$ cat src/rtl/slave_port.sv
// ---------------------------------------------------------------------------
// slave_port
//   Serial-bus target. Receives a read/write request from the master port as
//   a 1-bit stream (address LSB first, then write data LSB first for writes),
//   performs a single access on a local parallel memory interface and, for
//   reads, returns the data word serially LSB first.
//
//   Optional feature macro: SLAVE_SPLIT_EN
//     defined   : a wait counter runs while the memory read is pending and
//                 raises ssplit once SPLIT_CYCLES wait cycles have elapsed.
//     undefined : no wait counter, ssplit is tied low.
//
// Ports
//   clk, rst     clock (rising edge), asynchronous active-high reset
//   swdata       serial address / write data from master
//   smode        0 read, 1 write; sampled with the first address bit
//   mvalid       swdata/smode valid this cycle
//   srdata       serial read data to master
//   svalid       srdata valid this cycle
//   sready       idle, a new transaction may start
//   ssplit       split request to arbiter
//   smemaddr     local memory address
//   smemwdata    local memory write data
//   smemwen      write strobe, one-cycle pulse
//   smemren      read request, held until smemrvalid
//   smemrdata    local memory read data
//   smemrvalid   smemrdata valid (only honoured while smemren=1)
// ---------------------------------------------------------------------------
module slave_port #(
  parameter int ADDR_WIDTH           = 16,
  parameter int DATA_WIDTH           = 8,
  parameter int SLAVE_MEM_ADDR_WIDTH = 12,
  parameter int SPLIT_CYCLES         = 4
) (
  input  logic                            clk,
  input  logic                            rst,
  input  logic                            swdata,
  input  logic                            smode,
  input  logic                            mvalid,
  output logic                            srdata,
  output logic                            svalid,
  output logic                            sready,
  output logic                            ssplit,
  output logic [SLAVE_MEM_ADDR_WIDTH-1:0] smemaddr,
  output logic [DATA_WIDTH-1:0]           smemwdata,
  output logic                            smemwen,
  output logic                            smemren,
  input  logic [DATA_WIDTH-1:0]           smemrdata,
  input  logic                            smemrvalid
);

  localparam int AW   = SLAVE_MEM_ADDR_WIDTH;
  localparam int DW   = DATA_WIDTH;
  localparam int MAXW = (AW > DW) ? AW : DW;
  localparam int CW   = $clog2(MAXW) + 1;

  localparam logic [CW-1:0] ADDR_LAST = CW'(AW - 1);
  localparam logic [CW-1:0] DATA_LAST = CW'(DW - 1);
  localparam logic [CW-1:0] CNT_ONE   = CW'(1);
  localparam logic [AW-1:0] A_ONE     = AW'(1);
  localparam logic [DW-1:0] D_ONE     = DW'(1);

  // Elaboration-time parameter sanity checks.
  if (ADDR_WIDTH < SLAVE_MEM_ADDR_WIDTH) begin : g_bad_addr_width
    $error("slave_port: ADDR_WIDTH must be >= SLAVE_MEM_ADDR_WIDTH");
  end
  if (SPLIT_CYCLES < 1) begin : g_bad_split_cycles
    $error("slave_port: SPLIT_CYCLES must be >= 1");
  end

  typedef enum logic [2:0] {
    S_IDLE  = 3'd0,
    S_ADDR  = 3'd1,
    S_WDATA = 3'd2,
    S_MEMWR = 3'd3,
    S_MEMRD = 3'd4,
    S_RDATA = 3'd5
  } state_t;

  state_t        state_r, state_nxt;
  logic [CW-1:0] cnt_r, cnt_nxt, cnt_inc;
  logic          mode_r, mode_nxt;
  logic [AW-1:0] addr_sh_r, addr_sh_nxt, addr_ins, memaddr_nxt;
  logic [DW-1:0] data_sh_r, data_sh_nxt, data_ins, memwdata_nxt;
  logic [DW-1:0] rdata_r, rdata_nxt;
  logic          srdata_nxt;

  // Next-state and datapath decode for the transaction sequencer.
  always_comb begin
    state_nxt    = state_r;
    cnt_nxt      = cnt_r;
    mode_nxt     = mode_r;
    addr_sh_nxt  = addr_sh_r;
    data_sh_nxt  = data_sh_r;
    rdata_nxt    = rdata_r;
    memaddr_nxt  = smemaddr;
    memwdata_nxt = smemwdata;
    srdata_nxt   = 1'b0;
    cnt_inc      = cnt_r + CNT_ONE;
    // Replace bit [cnt_r] with the incoming serial bit (stale bits are overwritten).
    addr_ins     = (addr_sh_r & ~(A_ONE << cnt_r)) | (AW'(swdata) << cnt_r);
    data_ins     = (data_sh_r & ~(D_ONE << cnt_r)) | (DW'(swdata) << cnt_r);

    case (state_r)
      S_IDLE: begin
        if (mvalid) begin
          mode_nxt    = smode;
          addr_sh_nxt = addr_ins;
          if (cnt_r == ADDR_LAST) begin
            // Single-bit address: the whole address arrived with the first bit.
            memaddr_nxt = addr_ins;
            cnt_nxt     = '0;
            state_nxt   = smode ? S_WDATA : S_MEMRD;
          end else begin
            cnt_nxt   = cnt_inc;
            state_nxt = S_ADDR;
          end
        end else begin
          state_nxt = S_IDLE;
        end
      end
      S_ADDR: begin
        if (mvalid) begin
          addr_sh_nxt = addr_ins;
          if (cnt_r == ADDR_LAST) begin
            memaddr_nxt = addr_ins;
            cnt_nxt     = '0;
            state_nxt   = mode_r ? S_WDATA : S_MEMRD;
          end else begin
            cnt_nxt = cnt_inc;
          end
        end else begin
          state_nxt = S_ADDR;
        end
      end
      S_WDATA: begin
        if (mvalid) begin
          data_sh_nxt = data_ins;
          if (cnt_r == DATA_LAST) begin
            memwdata_nxt = data_ins;
            cnt_nxt      = '0;
            state_nxt    = S_MEMWR;
          end else begin
            cnt_nxt = cnt_inc;
          end
        end else begin
          state_nxt = S_WDATA;
        end
      end
      S_MEMWR: begin
        state_nxt = S_IDLE;
      end
      S_MEMRD: begin
        if (smemrvalid) begin
          rdata_nxt  = smemrdata;
          srdata_nxt = smemrdata[0];
          cnt_nxt    = '0;
          state_nxt  = S_RDATA;
        end else begin
          state_nxt = S_MEMRD;
        end
      end
      S_RDATA: begin
        if (cnt_r == DATA_LAST) begin
          cnt_nxt   = '0;
          state_nxt = S_IDLE;
        end else begin
          // srdata is registered, so present the bit for the following cycle.
          cnt_nxt    = cnt_inc;
          srdata_nxt = |(rdata_r & (D_ONE << cnt_inc));
        end
      end
      default: begin
        cnt_nxt   = '0;
        state_nxt = S_IDLE;
      end
    endcase
  end

  // State, datapath and registered outputs (outputs decoded from next state).
  always_ff @(posedge clk or posedge rst) begin
    if (rst) begin
      state_r   <= S_IDLE;
      cnt_r     <= '0;
      mode_r    <= 1'b0;
      addr_sh_r <= '0;
      data_sh_r <= '0;
      rdata_r   <= '0;
      smemaddr  <= '0;
      smemwdata <= '0;
      srdata    <= 1'b0;
      svalid    <= 1'b0;
      sready    <= 1'b1;
      smemwen   <= 1'b0;
      smemren   <= 1'b0;
    end else begin
      state_r   <= state_nxt;
      cnt_r     <= cnt_nxt;
      mode_r    <= mode_nxt;
      addr_sh_r <= addr_sh_nxt;
      data_sh_r <= data_sh_nxt;
      rdata_r   <= rdata_nxt;
      smemaddr  <= memaddr_nxt;
      smemwdata <= memwdata_nxt;
      srdata    <= srdata_nxt;
      svalid    <= (state_nxt == S_RDATA);
      sready    <= (state_nxt == S_IDLE);
      smemwen   <= (state_nxt == S_MEMWR);
      smemren   <= (state_nxt == S_MEMRD);
    end
  end

`ifdef SLAVE_SPLIT_EN
  localparam int WW = $clog2(SPLIT_CYCLES + 1);
  localparam logic [WW-1:0] WAIT_LIM = WW'(SPLIT_CYCLES);

  logic [WW-1:0] wait_r, wait_nxt;

  // Read-wait counter: zero outside MEMRD, saturates at SPLIT_CYCLES.
  always_comb begin
    wait_nxt = wait_r;
    if (state_r != S_MEMRD) begin
      wait_nxt = '0;
    end else if (!smemrvalid && (wait_r != WAIT_LIM)) begin
      wait_nxt = wait_r + WW'(1);
    end else begin
      wait_nxt = wait_r;
    end
  end

  // Split request register; drops as soon as the sequencer leaves MEMRD.
  always_ff @(posedge clk or posedge rst) begin
    if (rst) begin
      wait_r <= '0;
      ssplit <= 1'b0;
    end else begin
      wait_r <= wait_nxt;
      ssplit <= (state_nxt == S_MEMRD) && (wait_nxt == WAIT_LIM);
    end
  end
`else
  assign ssplit = 1'b0;
`endif

endmodule

$ cat config.mk
export PLATFORM = sky130hd
export DESIGN_NAME = slave_port
export DESIGN_NICKNAME = d
export VERILOG_FILES = /design/src/rtl/slave_port.sv
export SDC_FILE = /design/constraint.sdc
export NUM_CORES = 1
export LEC_CHECK = 0
export ABC_AREA = 1
export CAP_MARGIN = 20
export CORE_MARGIN = 8
export CORE_UTILIZATION = 57
export CTS_BUF_LIST = sky130_fd_sc_hd__clkbuf_4
export CTS_CLUSTER_SIZE = 20
export DETAILED_ROUTE_END_ITERATION = 6
export PLACE_DENSITY = 0.79
export SKIP_LAST_GASP = 1
export SLEW_MARGIN = 20
export SYNTH_ARGS = -nofsm -noshare
export SYNTH_HDL_FRONTEND = slang
export SYNTH_SLANG_ARGS = --single-unit
export TNS_END_PERCENT = 5
$ cat constraint.sdc
create_clock -name clk -period 2.28 [get_ports clk]
set_clock_uncertainty 0.15 [all_clocks]
set_input_delay 0.456 -clock clk [delete_from_list [all_inputs] [get_ports clk]]
set_output_delay 0.456 -clock clk [all_outputs]
set_load 0.05 [all_outputs]
==> results.json <==
{
  "status": "complete, no violations",
  "post-route-period-util_pct": 97.3,
  "met3_length_um": 340,
  "worstPathRequired_ns": 1.67,
  "numPortBuffers": 38,
  "cts_made_buffers": 9,
  "antenna_found_initial": 0,
  "swShare_pct": 42.3,
  "wl_per_cell_um": 13.1,
  "drc": 0,
  "p_leak_nw": 1.82,
  "cts.sinks": 62,
  "grt_start_max_net_pins": 25,
  "fmax_mhz": 451,
  "area.growth.synth_to_final_pct": 18.3,
  "slew_viol_final": 0,
  "combPwrFrac_pct": 42.6,
  "grt_pass1_vias": 2634,
  "cts_buffer_depth": 2,
  "clockRootBuffer": "clkbuf_4",
  "cts_resized": 0,
  "first_pass_iters": 4,
  "wl_met2_um": 3280,
  "seq_area_um2": 1550,
  "num_vias": 2603,
  "synth_commonest_cells": "nand2_1, dfrtp_1, inv_1, o21ai_0, nor2_1",
  "routed.top_layer": "met4",
  "start_util_pct": 58.6,
  "fin_hold_ws_ns": 0.204,
  "num_rows": 27,
  "clock_power_share_pct": 18.6,
  "setup_viol": 0,
  "die_width_um": 91.0,
  "layout.nets": 452,
  "rsz0062_at_grt": "false",
  "crit_chain": "clkdlybuf4s50_1",
  "synth-edff-count": 0,
  "hold_path_class": "in2async",
  "cp-start-kind": "flip-flop",
  "ir_drop_v": 0.000609,
  "antennaDiodeCount": 0,
  "crit_path_max_incr_delay_ns": 0.81,
  "die-area_um2": 8280,
  "synth_area_um2": 3210,
  "multi_input_area_um2": 1330,
  "yosys_most_used_dff": "dfrtp_1",
  "power_density_nw_per_um2": 1040,
  "core-area_um2": 5470,
  "ys_warn_count": 0,
  "worstMarginPinSlew_ns": 0.522,
  "crit_path_top_delay_cell": "clkdlybuf4s50_1",
  "grt-ovfl-total": 0,
  "synth_cell_types": 38,
  "p_switching_w": 0.00167,
  "synth_area_per_cell_um2": 8.28,
  "layout_min_cycle_time_ns": 2.22,
  "grt_pass1_wl_um": 11900,
  "setup_tns_ns": 0,
  "drt-vias-per-instance": 5.11,
  "arrival_ns": 1.61,
  "synth_nets": 407,
  "wl_met1_um": 2970,
  "cts_tree": "built",
  "cap_violations": 0,
  "drive_gt1_share_pct": 14.9,
  "power.internal_w": 0.00228,
  "clk_latency_ns": 0.41,
  "n_fill_cell": 472,
  "ctsHtreeMaxLevel": 3,
  "place_congestion": 0.883,
  "cts.hold.buffers_added": 0,
  "wl_um": 6690,
  "io_pins": 40,
  "async_reset_ff_share_pct": 100,
  "postCtsSetupRepairBufs": 0,
  "track_usage_pct": 17.3,
  "die_h_um": 91.0,
  "critPathBufInv": 1,
  "critPathTopFamily": "buffers and inverters",
  "clkTransAtPathRegs_ns": 0.11,
  "cp_max_fo": 2,
  "ys_seq_elements": 62,
  "max_slew_margin_pct": 65.2,
  "dp_hpwl_um": 5190,
  "synthTopCellsByArea": "dfrtp_1, nand2_1, o21ai_0, inv_1, nor2_1",
  "seqPwrFrac_pct": 38.8,
  "yosysMostFrequentCell": "nand2_1",
  "final-hold-violation-count": 0,
  "drt_iter0_markers": 192,
  "synth_top_area_share_pct": 47.6,
  "path_class": "reg2out",
  "ys_seq_area_share_pct": 48.4,
  "yosysTopAreaCell": "dfrtp_1",
  "antenna_left": 0,
  "syn_inst": 387,
  "r2r_slack_ns": 0.28,
  "crit_path_end_kind": "primary output"
}
## sequential cells by signal, summed over array words and instances, names as in the netlist, 3 cells and up
| signal | flops |
|---|---|
| addr_sh_r | 12 |
| smemaddr | 12 |
| data_sh_r | 8 |
| rdata_r | 8 |
| smemwdata | 8 |
| cnt_r | 5 |
| state_r | 3 |
## cell type report
class,instances,share of cell area (%)
multi-input cells,255,35.1
inverters,60,6.27
well taps,72,2.38
clock buffers,11,2.18
flip-flops and latches,62,40.9
repair buffers,44,11.8
clock inverters,5,1.35
## cells in the final DEF, fill, tap and decap left out, types with 2 or more instances in the layout
master	n
nand3_1	8
o21ai_0	42
nor2_1	35
nand2_1	92
a21oi_1	4
a31oi_1	6
nor3_1	3
clkinv_1	2
buf_4	5
nand4_1	5
clkdlybuf4s50_1	37
o21a_1	2
nor2_4	4
inv_1	47
o21ai_1	15
nor3_2	3
nand2_2	5
clkbuf_4	11
a22oi_1	2
dfrtp_1	61
clkinv_2	2
ha_1	6
buf_12	2
a21o_1	2
nor2_2	4
inv_2	11
o21ai_2	6
## power by group through the flow
| stage | clock (W) | sequential [W] | combinational (W) |
|---|---|---|---|
| after detailed placement | 0 | 0.00155 | 0.00168 |
| final | 0.000735 | 0.00153 | 0.00168 |
| after global routing | 0.000799 | 0.00156 | 0.00190 |
| after global placement | 0 | 0.00154 | 0.00165 |
| after CTS | 0.000759 | 0.00153 | 0.00169 |
| after floorplan | 0 | 0.00173 | 0.00106 |
## routing by layer
metal / track usage, % / vias to the layer above
met3: 4.03 / 11
met5: 0 / -
met4: 6.96 / 0
met1: 21.0 / 1209
met2: 28.9 / 59
li1: - / 1324
## final timing paths
path	startpoint	end	depth (start not counted)
max	smemaddr[4]	smemaddr[4]	1
min	rst	smemaddr[0]	2
max reg2reg	cnt_r[2]	srdata	9
min reg2reg	addr_sh_r[10]	addr_sh_r[10]	2
max in group asynchronous	rst	data_sh_r[3]	3
min in group clk	addr_sh_r[10]	addr_sh_r[10]	2
## stage by stage
step	cells	area [µm²]	setup WS, ns	total power (W)	utilization [%]
6_report	509	3790	0.0607	0.00395	69.3
5_1_grt	509	3790	0.0330	0.00426	69.3
4_1_cts	509	3790	0.0388	0.00398	69.3
3_5_place_dp	493	3660	0.134	0.00324	66.8
3_3_place_gp	493	3660	0.180	0.00319	66.8
2_1_floorplan	387	3210	0.134	0.00279	-
## cells by family after synthesis
| group | count (synthesis) | synth area share [%] |
|---|---|---|
| buffers and inverters | 70 | 10.1 |
| AOI/OAI and AO/OA | 84 | 15.2 |
| adders and majority gates | 6 | 2.34 |
| and+or+nand+nor | 164 | 23.8 |
| DFF | 62 | 48.4 |
| other | 1 | 0.117 |
Note: power is estimated with default switching activity, not from simulation.
